<file path="src/rtl/load_store_unit.sv">
// load_store_unit: captures a load/store, runs one word-aligned req/ack bus access with timeout, returns the extended load data.
// Define LSU_MISALIGN_TRAP_EN to fault misaligned H/W accesses without touching the bus.
module load_store_unit #(
  parameter int unsigned TIMEOUT_CYCLES = 255
) (
  input  logic        clk,
  input  logic        reset,
  input  logic        memRead,
  input  logic        memWrite,
  input  logic [2:0]  funct3,
  input  logic [31:0] addr,
  input  logic [31:0] store_data,
  output logic [31:0] load_data,
  output logic        done,
  output logic        stall,
  output logic        bus_err,
  output logic        mem_req,
  output logic        mem_we,
  output logic [31:0] mem_addr,
  output logic [31:0] mem_wdata,
  output logic [3:0]  mem_be,
  input  logic        mem_ack,
  input  logic [31:0] mem_rdata
);
  typedef enum logic [1:0] {IDLE, REQ, DONE} state_t;
  localparam logic [15:0] LAST = 16'(TIMEOUT_CYCLES - 1);
  state_t      state;
  logic [15:0] cnt;
  logic [2:0]  f3_q;
  logic [1:0]  lo_q;
  logic        acc, is_b, is_h, misal;
  logic [3:0]  be_n;
  logic [31:0] wdata_n, ld_n;
  logic [7:0]  rb;
  logic [15:0] rh;
  assign acc   = memRead | memWrite;
  assign is_b  = funct3[1:0] == 2'b00;
  assign is_h  = funct3[1:0] == 2'b01;
  assign stall = (state == IDLE && acc) || state == REQ;
`ifdef LSU_MISALIGN_TRAP_EN
  assign misal = (is_h & addr[0]) | (~is_b & ~is_h & |addr[1:0]);
`else
  assign misal = 1'b0;
`endif
  always_comb begin
    be_n    = !memWrite ? 4'b1111 : is_b ? 4'b0001 << addr[1:0] : is_h ? (addr[1] ? 4'b1100 : 4'b0011) : 4'b1111;
    wdata_n = is_b ? {4{store_data[7:0]}} : is_h ? {2{store_data[15:0]}} : store_data;
    rb      = mem_rdata[{lo_q, 3'b000} +: 8];
    rh      = lo_q[1] ? mem_rdata[31:16] : mem_rdata[15:0];
    ld_n    = f3_q[1:0] == 2'b00 ? {{24{~f3_q[2] & rb[7]}}, rb}
            : f3_q[1:0] == 2'b01 ? {{16{~f3_q[2] & rh[15]}}, rh} : mem_rdata;
  end
  always_ff @(posedge clk) begin
    if (reset) begin
      state     <= IDLE;
      cnt       <= '0;
      f3_q      <= '0;
      lo_q      <= '0;
      load_data <= '0;
      done      <= 1'b0;
      bus_err   <= 1'b0;
      mem_req   <= 1'b0;
      mem_we    <= 1'b0;
      mem_addr  <= '0;
      mem_wdata <= '0;
      mem_be    <= '0;
    end else begin
      case (state)
        IDLE: if (acc) begin
          f3_q <= funct3;
          lo_q <= addr[1:0];
          cnt  <= '0;
          if (misal) begin
            state   <= DONE;
            done    <= 1'b1;
            bus_err <= 1'b1;
            if (!memWrite) load_data <= '0;
          end else begin
            state     <= REQ;
            mem_req   <= 1'b1;
            mem_we    <= memWrite;
            mem_addr  <= {addr[31:2], 2'b00};
            mem_be    <= be_n;
            mem_wdata <= memWrite ? wdata_n : '0;
          end
        end
        REQ: if (mem_ack) begin
          state   <= DONE;
          mem_req <= 1'b0;
          done    <= 1'b1;
          if (!mem_we) load_data <= ld_n;
        end else if (cnt == LAST) begin
          state   <= DONE;
          mem_req <= 1'b0;
          done    <= 1'b1;
          bus_err <= 1'b1;
          if (!mem_we) load_data <= '0;
        end else begin
          cnt <= cnt + 16'd1;
        end
        DONE: begin
          state   <= IDLE;
          done    <= 1'b0;
          bus_err <= 1'b0;
        end
        default: state <= IDLE;
      endcase
    end
  end
endmodule

</file>
<file path="config.mk">
export PLATFORM = sky130hd
export DESIGN_NAME = load_store_unit
export DESIGN_NICKNAME = d
export VERILOG_FILES = /design/src/rtl/load_store_unit.sv
export SDC_FILE = /design/constraint.sdc
export NUM_CORES = 1
export LEC_CHECK = 0
export BUFFER_PORTS_ARGS = -buffer_cell sky130_fd_sc_hd__buf_2
export CAP_MARGIN = 15
export CORE_MARGIN = 2
export CORE_UTILIZATION = 54
export DETAILED_ROUTE_END_ITERATION = 8
export GPL_TIMING_DRIVEN = 0
export HOLD_SLACK_MARGIN = 0.03
export PLACE_DENSITY = 0.95
export RECOVER_POWER = 50
export SLEW_MARGIN = 15
export SYNTH_ARGS = -nofsm -noshare
export SYNTH_HDL_FRONTEND = slang
export SYNTH_SLANG_ARGS = --single-unit
</file>
<file path="constraint.sdc">
create_clock -name clk -period 6.9 [get_ports clk]
set_input_delay 1.38 -clock clk [delete_from_list [all_inputs] [get_ports clk]]
set_output_delay 1.38 -clock clk [all_outputs]
set_load 0.01 [all_outputs]
</file>
==> metrics <==
outcome complete, no violations; cell count after synthesis 681; vias in the first global route 5968; CTS Hold Bufs 0; RSZ-0062 raised after global routing false; clock sinks 125; Root Driver clkbuf_8; Worst R2R Setup Slack 3.93 ns; Hold/Removal Path Class reg -> reg; crit path from memRead; Layout Cells excl Fill 1055; via count 6258; # Post-CTS Setup Buffers 0; DRT iter0 DRCs 502; slowest stage delay, CP 0.47 ns; Slew @ Worst Pin 0.823 ns; area of the multi-input gates 2890 um2; Die X 107 um; Syn. warnings 0; Routed wire per std cell 17.6 um; CTS Buf Count 17; Distinct cells, synth 56; period utilization 65.2%; async set-reset flop share out of synthesis 0%; FF+latch area 2500 um2; CTS tree yes; Routed Antenna Nets 0; Switch Pwr 0.000650 W; CP Capture Type output port; Yosys reg bits 125; effective utilization at floorplan 55.5%; Reg-to-Reg Start cnt[1]; worst path required time 5.52 ns; Area contributors post-synth dfxtp_1, nand2_1, a21oi_1, a221o_1, o21ai_0; CP cell instances clkbuf_1, o21ai_1, clkbuf_1, buf_1, nand2_1, buf_2; Comb power frac 18.1%; router iterations before antenna repair 5; Core Box Area 10300 um2; CP startpoint kind primary input; crit path capture stall; Setup Viol. Count Final 0; Max-Cap Viols 0; fillers 827; P_int 0.00145 W; synthesis-to-layout area growth 28.7%; min Tclk post-route 4.50 ns; setup TNS 0 ns; Post-CTS Resized 0; hold slack final 0.451 ns; Die Y 107 um; total track usage 31.9%; DR vias/cell 5.93; register area share after synthesis 43.7%; Sw Share 30.9%; fmax 0.222 GHz; power density cells 285 nW/um2; Core Rows 37; Placed Cells incl. Taps 1023; GRT overflow 0; DRC errors left 0; antenna violations before repair 0; clock tree buffer depth 2; io pins 209; Final Power 0.00210 W; register share of total power 38.3%; fraction of layout cells with a size suffix above 1 18.5%; first-pass GRT wire length 28.8 mm; Most Frequent Cell on Critical Path clkbuf_1; prevailing post-synth register cell dfxtp_1; dpl hpwl 13.6 mm; Post-Route WL 18.6 mm; Reg-to-Reg End load_data[31]; # diodes 0; critical path type in -> out; Clock power frac 43.6%; Leakage 2.96 nW; Rel. slew slack 44.5%; pin count of the biggest net entering global routing 17; Reg clk slew, reported paths 0.06 ns; Crit-path slowest cell buf_1; Worst Clk Skew 0.0160 ns; R2R depth 7; Clk Latency, worst-skew pair 0.53 ns; Post-synth EDFFs 0; Fin. Hold Viols 0; fin. max-slew vios 0; syn avg cell area 8.41 um2; synthesized area 5730 um2; Final Net Count 1015; Worst Path Max Fanout 10; # H-tree levels 4; number of I/O port buffers 205; Placer Congestion 0.927; Yosys top cell by area dfxtp_1; Synth top area share 43.7%; maximum vdd drop 0.185 mV; CP arrival 3.12 ns; Die Area 11500 um2
[power by group through the flow]
stage                     Combinational [W]  Clock, W  Sequential (W)
after floorplan                    0.000207         0        0.000839
after global placement             0.000376         0        0.000816
after detailed placement           0.000385         0        0.000818
after CTS                          0.000389  0.000917        0.000803
after global routing               0.000414  0.000946        0.000810
final                              0.000380  0.000917        0.000805
[critical path, delay by kind of cell]
family                 cells  cell delay (ns)
AO/OA/AOI/OAI              1             0.42
buffers and inverters      4             1.19
AND/OR/NAND/NOR            1             0.11
[cell usage after synthesis, types with 6 or more instances]
| library cell | instances |
|---|---|
| nand2_1 | 129 |
| dfxtp_1 | 125 |
| a21oi_1 | 76 |
| o21ai_0 | 39 |
| clkbuf_1 | 37 |
| nor2_1 | 34 |
| nand3_1 | 25 |
| a221o_1 | 24 |
| o22ai_1 | 18 |
| inv_1 | 16 |
| nor3_1 | 13 |
| mux2i_1 | 12 |
| buf_1 | 10 |
| a22oi_1 | 9 |
| a22o_1 | 8 |
| a2bb2oi_1 | 8 |
| mux2_2 | 8 |
| mux4_2 | 8 |
| nand4_1 | 7 |
| nand2b_1 | 6 |
[flip-flops by register name, summed over array words and instances, names as in the netlist]
signal,cells
load_data,32
mem_wdata,32
mem_addr,30
cnt,16
mem_be,4
f3_q,3
lo_q,2
state,2
bus_err,1
done,1
mem_req,1
mem_we,1
[routing by layer]
layer,GRT usage [%],part of all wire [%]
met4,15.2,3.2
met3,9.18,11
met5,0,0
met1,37.5,38
met2,53.5,47
[cell usage in the layout, fill, tap and decap left out, types with 3 or more instances in the layout]
cell / Yosys / final
a22o_1: 8 / 8
nand3_1: 25 / 25
a21oi_1: 76 / 76
nand2b_1: 6 / 6
or4_1: 3 / 3
mux2i_1: 12 / 12
inv_8: 0 / 4
and3_1: 3 / 3
nor2_1: 34 / 34
clkbuf_1: 37 / 136
clkinv_4: 0 / 3
a22oi_1: 9 / 9
inv_1: 16 / 16
mux2_2: 8 / 8
buf_4: 3 / 3
a221o_1: 24 / 24
nand4_1: 7 / 7
a21o_1: 3 / 3
ha_1: 5 / 5
nand2_1: 129 / 129
a211oi_1: 4 / 4
mux4_2: 8 / 8
nand3b_1: 3 / 3
buf_1: 10 / 7
o22ai_1: 18 / 18
a2bb2oi_1: 8 / 8
nor3_1: 13 / 13
inv_6: 0 / 4
clkbuf_16: 0 / 16
a31oi_1: 4 / 5
or3_1: 4 / 4
o21ai_0: 39 / 39
buf_2: 3 / 113
dfxtp_1: 125 / 125
[through the flow]
step	setup slack (ns)	util [%]	instance area, um2
finish	2.40	71.4	7370
global route	2.27	71.4	7370
CTS	2.49	72.9	7530
detailed placement	2.52	67.1	6930
global placement	2.51	67.1	6930
floorplan	3.19	-	5730
[logic make-up (layout without fill, tap and decap cells)]
logic type | count (synthesis) | in the layout | synth area share (%)
flip-flops | 125 | 125 | 43.7
buffers and inverters | 73 | 310 | 5.44
AO/OA/AOI/OAI | 209 | 209 | 24.0
AND/OR/NAND/NOR | 240 | 240 | 18.9
adder cells (fa/ha/maj) | 5 | 5 | 1.09
other | 1 | 2 | 0.0655
multiplexers | 28 | 28 | 6.81
[final cells by class]
type                            count  share of cell area, %
Inverter                           17                  0.866
Sequential cell                   125                   34.0
Clock inverter                     14                   2.33
Clock buffer                       18                   5.81
Timing Repair Buffer              205                   12.3
Buffer                             56                   3.24
Multi-Input combinational cell    484                   39.2
Tap cell                          136                   2.31
[how the worst min path moves through the flow]
stage,from,slack (ns),endpoint,cells past startpoint
floorplan,cnt[15],0.45,cnt[15],1
global placement,load_data[6],0.43,load_data[6],2
detailed placement,load_data[3],0.44,load_data[3],2
CTS,mem_wdata[22],0.45,mem_wdata[22],2
global route,load_data[3],0.47,load_data[3],2
finish,mem_wdata[22],0.45,mem_wdata[22],2
Power figures use the tool's default switching activity.
